### config.mk
export PLATFORM = sky130hd
export DESIGN_NAME = dual_writeback_regfile
export DESIGN_NICKNAME = d
export VERILOG_FILES = /design/src/rtl/dual_writeback_regfile.sv
export SDC_FILE = /design/constraint.sdc
export NUM_CORES = 2
export LEC_CHECK = 0
export CAP_MARGIN = 15
export CORE_ASPECT_RATIO = 0.9
export CORE_MARGIN = 3
export CORE_UTILIZATION = 56
export CTS_CLUSTER_DIAMETER = 40
export DETAILED_ROUTE_END_ITERATION = 6
export HOLD_SLACK_MARGIN = 0.05
export PLACE_DENSITY = 0.87
export SETUP_SLACK_MARGIN = 0.5
export SLEW_MARGIN = 10
export SYNTH_ARGS = -nofsm -noshare
export SYNTH_HDL_FRONTEND = slang
export SYNTH_SLANG_ARGS = --single-unit
### constraint.sdc
create_clock -name clk -period 2.75 [get_ports clk]
set_input_delay 0.4125 -clock clk [delete_from_list [all_inputs] [get_ports clk]]
set_output_delay 0.4125 -clock clk [all_outputs]
set_load 0.05 [all_outputs]
### src/rtl/dual_writeback_regfile.sv
// Dual-slot writeback stage and architectural register file.
// Two commits per cycle, four read ports with optional write bypass.
module dual_writeback_regfile #(
  parameter int DATA_WIDTH = 32,
  parameter int ADDR_WIDTH = 5,
  parameter bit BYPASS     = 1'b1
) (
  input  logic                  clk,
  input  logic                  reset,
  input  logic                  RegWriteWInA,
  input  logic                  MemtoRegWInA,
  input  logic [DATA_WIDTH-1:0] ReadDataWInA,
  input  logic [DATA_WIDTH-1:0] ALUOutWInA,
  input  logic [ADDR_WIDTH-1:0] WriteRegWInA,
  input  logic                  RegWriteWInB,
  input  logic                  MemtoRegWInB,
  input  logic [DATA_WIDTH-1:0] ReadDataWInB,
  input  logic [DATA_WIDTH-1:0] ALUOutWInB,
  input  logic [ADDR_WIDTH-1:0] WriteRegWInB,
  input  logic [ADDR_WIDTH-1:0] RsDA,
  input  logic [ADDR_WIDTH-1:0] RtDA,
  input  logic [ADDR_WIDTH-1:0] RsDB,
  input  logic [ADDR_WIDTH-1:0] RtDB,
  output logic [DATA_WIDTH-1:0] RdRsDA,
  output logic [DATA_WIDTH-1:0] RdRtDA,
  output logic [DATA_WIDTH-1:0] RdRsDB,
  output logic [DATA_WIDTH-1:0] RdRtDB,
  output logic [DATA_WIDTH-1:0] ResultWA,
  output logic [DATA_WIDTH-1:0] ResultWB,
  output logic [31:0]           CommitCount
);

  localparam int NREG = 1 << ADDR_WIDTH;

  logic [DATA_WIDTH-1:0] regs [NREG];
  logic [31:0]           commit_q;
  logic                  wen_a;
  logic                  wen_b;
  logic [ADDR_WIDTH-1:0] raddr [4];
  logic [DATA_WIDTH-1:0] rdata [4];

  assign ResultWA = MemtoRegWInA ? ReadDataWInA : ALUOutWInA;
  assign ResultWB = MemtoRegWInB ? ReadDataWInB : ALUOutWInB;

  assign wen_a = RegWriteWInA && (WriteRegWInA != '0);
  assign wen_b = RegWriteWInB && (WriteRegWInB != '0);

  // B is younger, so its write is applied last and wins a conflict.
  always_ff @(posedge clk or negedge reset) begin
    if (!reset) begin
      for (int i = 0; i < NREG; i++)
        regs[i] <= '0;
      commit_q <= '0;
    end else begin
      for (int i = 1; i < NREG; i++) begin
        if (wen_a && WriteRegWInA == ADDR_WIDTH'(i))
          regs[i] <= ResultWA;
        if (wen_b && WriteRegWInB == ADDR_WIDTH'(i))
          regs[i] <= ResultWB;
      end
      commit_q <= commit_q + 32'(wen_a) + 32'(wen_b);
    end
  end

  assign CommitCount = commit_q;

  assign raddr[0] = RsDA;
  assign raddr[1] = RtDA;
  assign raddr[2] = RsDB;
  assign raddr[3] = RtDB;

  always_comb begin
    for (int p = 0; p < 4; p++) begin
      rdata[p] = regs[raddr[p]];
      if (BYPASS && wen_a && raddr[p] == WriteRegWInA)
        rdata[p] = ResultWA;
      if (BYPASS && wen_b && raddr[p] == WriteRegWInB)
        rdata[p] = ResultWB;
      if (raddr[p] == '0)
        rdata[p] = '0;
    end
  end

  assign RdRsDA = rdata[0];
  assign RdRtDA = rdata[1];
  assign RdRsDB = rdata[2];
  assign RdRtDB = rdata[3];

endmodule

==> metrics.md, run 1 <==
| Metric | Value |
|---|---|
| Status | `did not finish` |
| Stop stage | `global routing (5_1_grt)` |
| Tool Error | `[ERROR GRT-0232] Routing congestion too high. Check the congestion heatmap in the GUI.` |
| Num Clock Sinks | `~1k` |
| Post-synth EDFFs | `0` |
| Initial Util | `a little under three fifths` |
| Post-Synth Simple-Gate Area | `between 10% and 20%` |
| Die Height | `~370 µm` |
| Flop and latch count out of synthesis | `1024` |
| Synth Instances | `slightly above 9k` |
| Async S/R FF share, synth | `between 90% and 100%` |
| Biggest area consumer among synthesized cells | `dfrtp_1` |
| Deepest clock path buffer count | `3` |
| Clock tree root driver cell | `clkbuf_16` |
| Synth Area in Compound Gates | `between 20% and 30%` |
| Top-area cell type share of the netlist area | `a little under a third` |
| Chip width | `408 µm` |
| Top cells by area, synth | `dfrtp_1, mux4_2, mux2i_1` |
| Ys Warns | `32` |
| XOR/XNOR Fraction of Synth Area | `less than 1%` |
| Adder-cell area share of the yosys netlist | `less than 1%` |
| Yosys cell types | `73` |
| Ports | `between 300 and 400` |
| Largest net degree at the start of global routing | `106` |
| All-Layer GR Usage | `between 70% and 80%` |
| Sequential share of the synthesized area | `between 30% and 40%` |
| Cell area after synthesis | `81400 µm²` |
| Ys flop type | `dfrtp_1` |
| Grt ovf | `between 100 and 150` |
| Main combinational cell family by area after synthesis | `multiplexers` |
| CTS H-tree depth | `4` |
| Top cells by count, synth | `nand2_1, o21ai_0, dfrtp_1, mux2i_1, a21oi_1` |
| GPL Wtd Cong | `between 1 and 1.5` |
| Placed cell count | `12.3k` |
| # port buffers | `slightly below 400` |
| Post-Place Setup Slack | `-1400 ps` |
| Hpwl dp | `about 360000 µm` |
| Most frequent cell after synthesis | `nand2_1` |
| Standard-cell rows | `132` |
| Post-Syn Area per Cell | `8.73 µm²` |
| Mux cell area share after synthesis | `between 20% and 30%` |
| TritonCTS buffer count | `181` |
| Syn Nets | `around 9.5k` |
[through the flow]
| stage | cell area, µm² | utilization (%) |
|---|---|---|
| after floorplan | 83500 | - |
| after CTS | 117000 | 81.4 |
| after global placement | 104000 | 72.4 |
| after detailed placement | 104000 | 72.4 |
[layer usage]
layer | GRT overflow | track usage [%]
met3 | 5 | 62.6
met2 | 53 | 91.0
met5 | 0 | 34.6
met1 | 2 | 79.1
met4 | 65 | 75.1
[cell families after synthesis]
kind of cell | after synthesis
AO/OA/AOI/OAI | 3075
XOR/XNOR | 70
adder cells (fa/ha/maj) | 2
buffers and inverters | 1128
flip-flops | 1024
multiplexers | 1557
AND/OR/NAND/NOR | 2468
[what timing repair did]
action	in CTS
buffers inserted	252
resized for setup	955
setup endpoints to repair	218
pin swaps	303
gates cloned	15
hold buffers	1
hold endpoints to repair	359
==> run 2: changes to the inputs <==
CORE_ASPECT_RATIO = not set   (was 0.9)
CORE_UTILIZATION = 40   (was 56)
CTS_CLUSTER_DIAMETER = not set   (was 40)
HOLD_SLACK_MARGIN = not set   (was 0.05)
PLACE_DENSITY = not set   (was 0.87)
PLACE_DENSITY_LB_ADDON = 0.15   (was not set)
SETUP_SLACK_MARGIN = not set   (was 0.5)
clock period = 3.6 ns   (was 2.75 ns; I/O delays follow)
==> run 2 against run 1 <==
  * The flow now finishes, with violations (DRC, setup timing)
  * Synthesized area did not move
  * Synthesized cell count is the same
==> metrics.md, run 2 <==
| Metric | Value |
|---|---|
| Fillcell total | `approximately 18k` |
| Final WS setup | `-126 ps` |
| Top cells by count, synth | `nand2_1, o21ai_0, dfrtp_1, mux2i_1, a21oi_1` |
| Crit path cell chain | `mux2_4 -> o22ai_4 -> nor3_4 -> a31oi_1 -> buf_4 -> a31oi_4 -> a221o_2 -> buf_12` |
| Post-Place Setup Slack | `-768 ps (+633 ps)` |
| CP peak stage delay | `a little under 600 ps` |
| Reg-to-reg critical path endpoint | `CommitCount[28]$_DFF_PN0_` |
| Number of global-route vias before repair | `a little over 80k` |
| Num Clock Sinks | `1024 (unchanged)` |
| Top cells by area, synth | `dfrtp_1, mux4_2, mux2i_1` |
| Largest net degree at the start of global routing | `between 100 and 150` |
| Top-area cell type share of the netlist area | `31.5% (unchanged)` |
| Most flop-heavy register | `regs` |
| Ys Warns | `32 (unchanged)` |
| Routed vias/inst | `approximately 6.9` |
| Endpoints failing hold | `0` |
| Die Height | `457 µm (+24%)` |
| Standard-cell rows | `164 (+24%)` |
| Status | `finished with violations` |
| CTS tree | `built` |
| Clock share of power | `24.6%` |
| Most common cell after layout, fill and taps aside | `nand2_1` |
| Async S/R FF share, synth | `100% (unchanged)` |
| Net load switching power | `0.0242 W` |
| Failing checks | `DRC, setup timing` |
| First-pass DRT Iterations | `7` |
| CORE AREA | `201000 µm²` |
| Chip width | `457 µm (+12%)` |
| Setup violations, final | `25` |
| Cells on worst reg2reg path | `10` |
| Max_cap viols | `0` |
| Critical R2R Launch | `CommitCount[0]$_DFF_PN0_` |
| R2R Setup Slk | `1090 ps` |
| Worst-Margin Slew | `1110 ps` |
| Post-Syn Area per Cell | `8.73 µm² (unchanged)` |
| Combinational Power Share | `42.0%` |
| CTS H-tree depth | `4 (unchanged)` |
| Flop and latch count out of synthesis | `1024 (unchanged)` |
| GPL Wtd Cong | `1.06 (-9.7%)` |
| All-Layer GR Usage | `46.3%` |
| Starting DRT DRC Count | `about 15k` |
| Synth Instances | `9324 (unchanged)` |
| Fmax | `around 270 MHz` |
| Min-delay worst type | `primary input to async pin` |
| Syn Nets | `9490 (unchanged)` |
| Setup CP Type | `flip-flop to output port` |
| Drt total wl | `504000 µm` |
| Worst Skew | `14.8 ps` |
| Slew Limit Fails | `0` |
| Most frequent cells in the layout | `nand2_1, buf_4, o21ai_0` |
| Ports | `388 (unchanged)` |
| Critical Path AT | `between 3000 and 4000 ps` |
| Power Density | `approximately 540 nW/µm²` |
| Total power | `around 0.059 W` |
| Post-route ant nets | `0` |
| Initial Util | `40.5% (-16 points)` |
| Clock tree root driver cell | `clkbuf_16` |
| Yosys cell types | `73 (unchanged)` |
| Most frequent cell after synthesis | `nand2_1` |
| Clk_lat worst skew | `a little over 800 ps` |
| Final min period | `~3700 ps` |
| Hpwl dp | `357000 µm (+0.32%)` |
| First-pass GRT wire length | `just under 700000 µm` |
| Worst vdd ir | `approximately 0.56 mV` |
| Design area | `about 110000 µm²` |
| Initial antenna violation count | `32` |
| # port buffers | `387 (unchanged)` |
| Launch point of the critical path | `regs[478]$_DFFE_PN0P_` |
| Die ar. | `about 210000 µm²` |
| Largest register FFs | `992` |
| Leakage power | `around 44 nW` |
| Fin nets | `about 10k` |
| Hold slack | `between 200 and 300 ps` |
| TritonCTS buffer count | `134 (-26%)` |
| Period utilization | `103%` |
| Deepest clock path buffer count | `3 (unchanged)` |
| Slowest-stage cell, CP | `nor3_4` |
| Post-synth EDFFs | `0 (unchanged)` |
| Sequential share of the synthesized area | `31.5% (unchanged)` |
| Via count | `about 90k` |
| Setup crit end | `RdRsDA[30]` |
| Crit path launch type | `flip-flop` |
| Critical Path RT | `roughly 3100 ps` |
| Area of placed instances | `99900 µm² (-4.3%)` |
| RSZ-0062 raised after global routing | `yes` |
| Area of the multi-input gates | `54900 µm²` |
| Ys flop type | `dfrtp_1` |
| Biggest area consumer among synthesized cells | `dfrtp_1` |
| DRC | `20` |
| Relative slew slack | `between 20% and 30%` |
| Sequential share of power | `33.4%` |
| Grt ovf | `0` |
| Clock slew at reported path FFs | `60 ps` |
| Routed len/inst | `just under 40 µm` |
| Sw Share | `just over 40%` |
| Area growth from synthesis to layout | `34.0%` |
| Internal | `about 0.034 W` |
| Cell area after synthesis | `81400 µm² (unchanged)` |
| Layout cell share with drive strength beyond 1 | `between 20% and 30%` |
| CP Capture Type | `output port` |
| CP max FO | `4` |
| Register Area | `approximately 26000 µm²` |
-- run 2: per-layer routing --
metal | share of wire, % | GRT usage, % | routed length [µm]
met5 | 0.082 | 0.918 | 414
met4 | 5.0 | 18.4 | 25000
met3 | 16 | 22.1 | 82300
met2 | 40 | 63.7 | 203000
met1 | 38 | 62.1 | 194000
-- run 2: per-stage QoR --
stage          util, %  instances  setup TNS (ps)
2_1_floorplan        -       9324               0
3_5_place_dp      49.7      12600          -24460
4_1_cts           53.1      12900            -116
5_1_grt           54.2      13000            -665
3_3_place_gp      49.7      12600          -25490
6_report          54.2      13000           -1100
-- run 2: worst min-delay path by stage --
| stage | from | to | cells after the start |
|---|---|---|---|
| after floorplan | reset | CommitCount[0]$_DFF_PN0_ | 0 |
| after global placement | CommitCount[31]$_DFF_PN0_ | CommitCount[31]$_DFF_PN0_ | 1 |
| after detailed placement | CommitCount[31]$_DFF_PN0_ | CommitCount[31]$_DFF_PN0_ | 1 |
| after CTS | reset | regs[709]$_DFFE_PN0P_ | 2 |
| after global routing | reset | regs[709]$_DFFE_PN0P_ | 2 |
| final | reset | regs[709]$_DFFE_PN0P_ | 2 |
-- run 2: cell families (layout without fill, tap and decap cells) --
kind of cell,Yosys count,count (layout),synth area share (%)
flops,1024,1024,31.5
buf+inv,1128,2162,5.74
other cells,0,10,0
simple gates,2468,2469,13.0
fa+ha+maj,2,2,0.0400
xor+xnor,70,70,0.753
compound gates,3075,3075,22.6
mux,1557,1557,26.4
-- run 2: repair_timing --
action,4_1_cts,5_1_grt
hold buffers,1,0
gates resized for setup,312,307
cloned,8,7
buffers inserted,67,79
pin swaps,58,77
setup endpoints to repair,123,114
endpoints found under the hold margin,37,0
-- run 2: critical path, delay by kind of cell, from the launching register on --
kind	cells	cell delay, ps
buffers and inverters	2	390
AND/OR/NAND/NOR	1	580
flip-flops	1	440
multiplexers	1	250
AO/OA/AOI/OAI	4	690
-- run 2: power groups by stage --
stage | clock (W) | sequential [W] | combinational (W)
global placement | 0 | 0.0191 | 0.0220
floorplan | 0 | 0.0177 | 0.0130
finish | 0.0144 | 0.0196 | 0.0246
global route | 0.0149 | 0.0198 | 0.0256
detailed placement | 0 | 0.0193 | 0.0222
CTS | 0.0145 | 0.0191 | 0.0232
-- run 2: final cells by class --
class                   instances  share of cell area, %
multi-input cells            7173                   50.4
flip-flops and latches       1024                   23.5
repair buffers               1848                   18.6
clock buffers                 181                   3.49
well taps                    2656                   3.05
clock inverters                60                  0.722
inverters                      73                  0.251
diodes                         10                 0.0229
No activity file was read; power rests on OpenSTA's default activity.
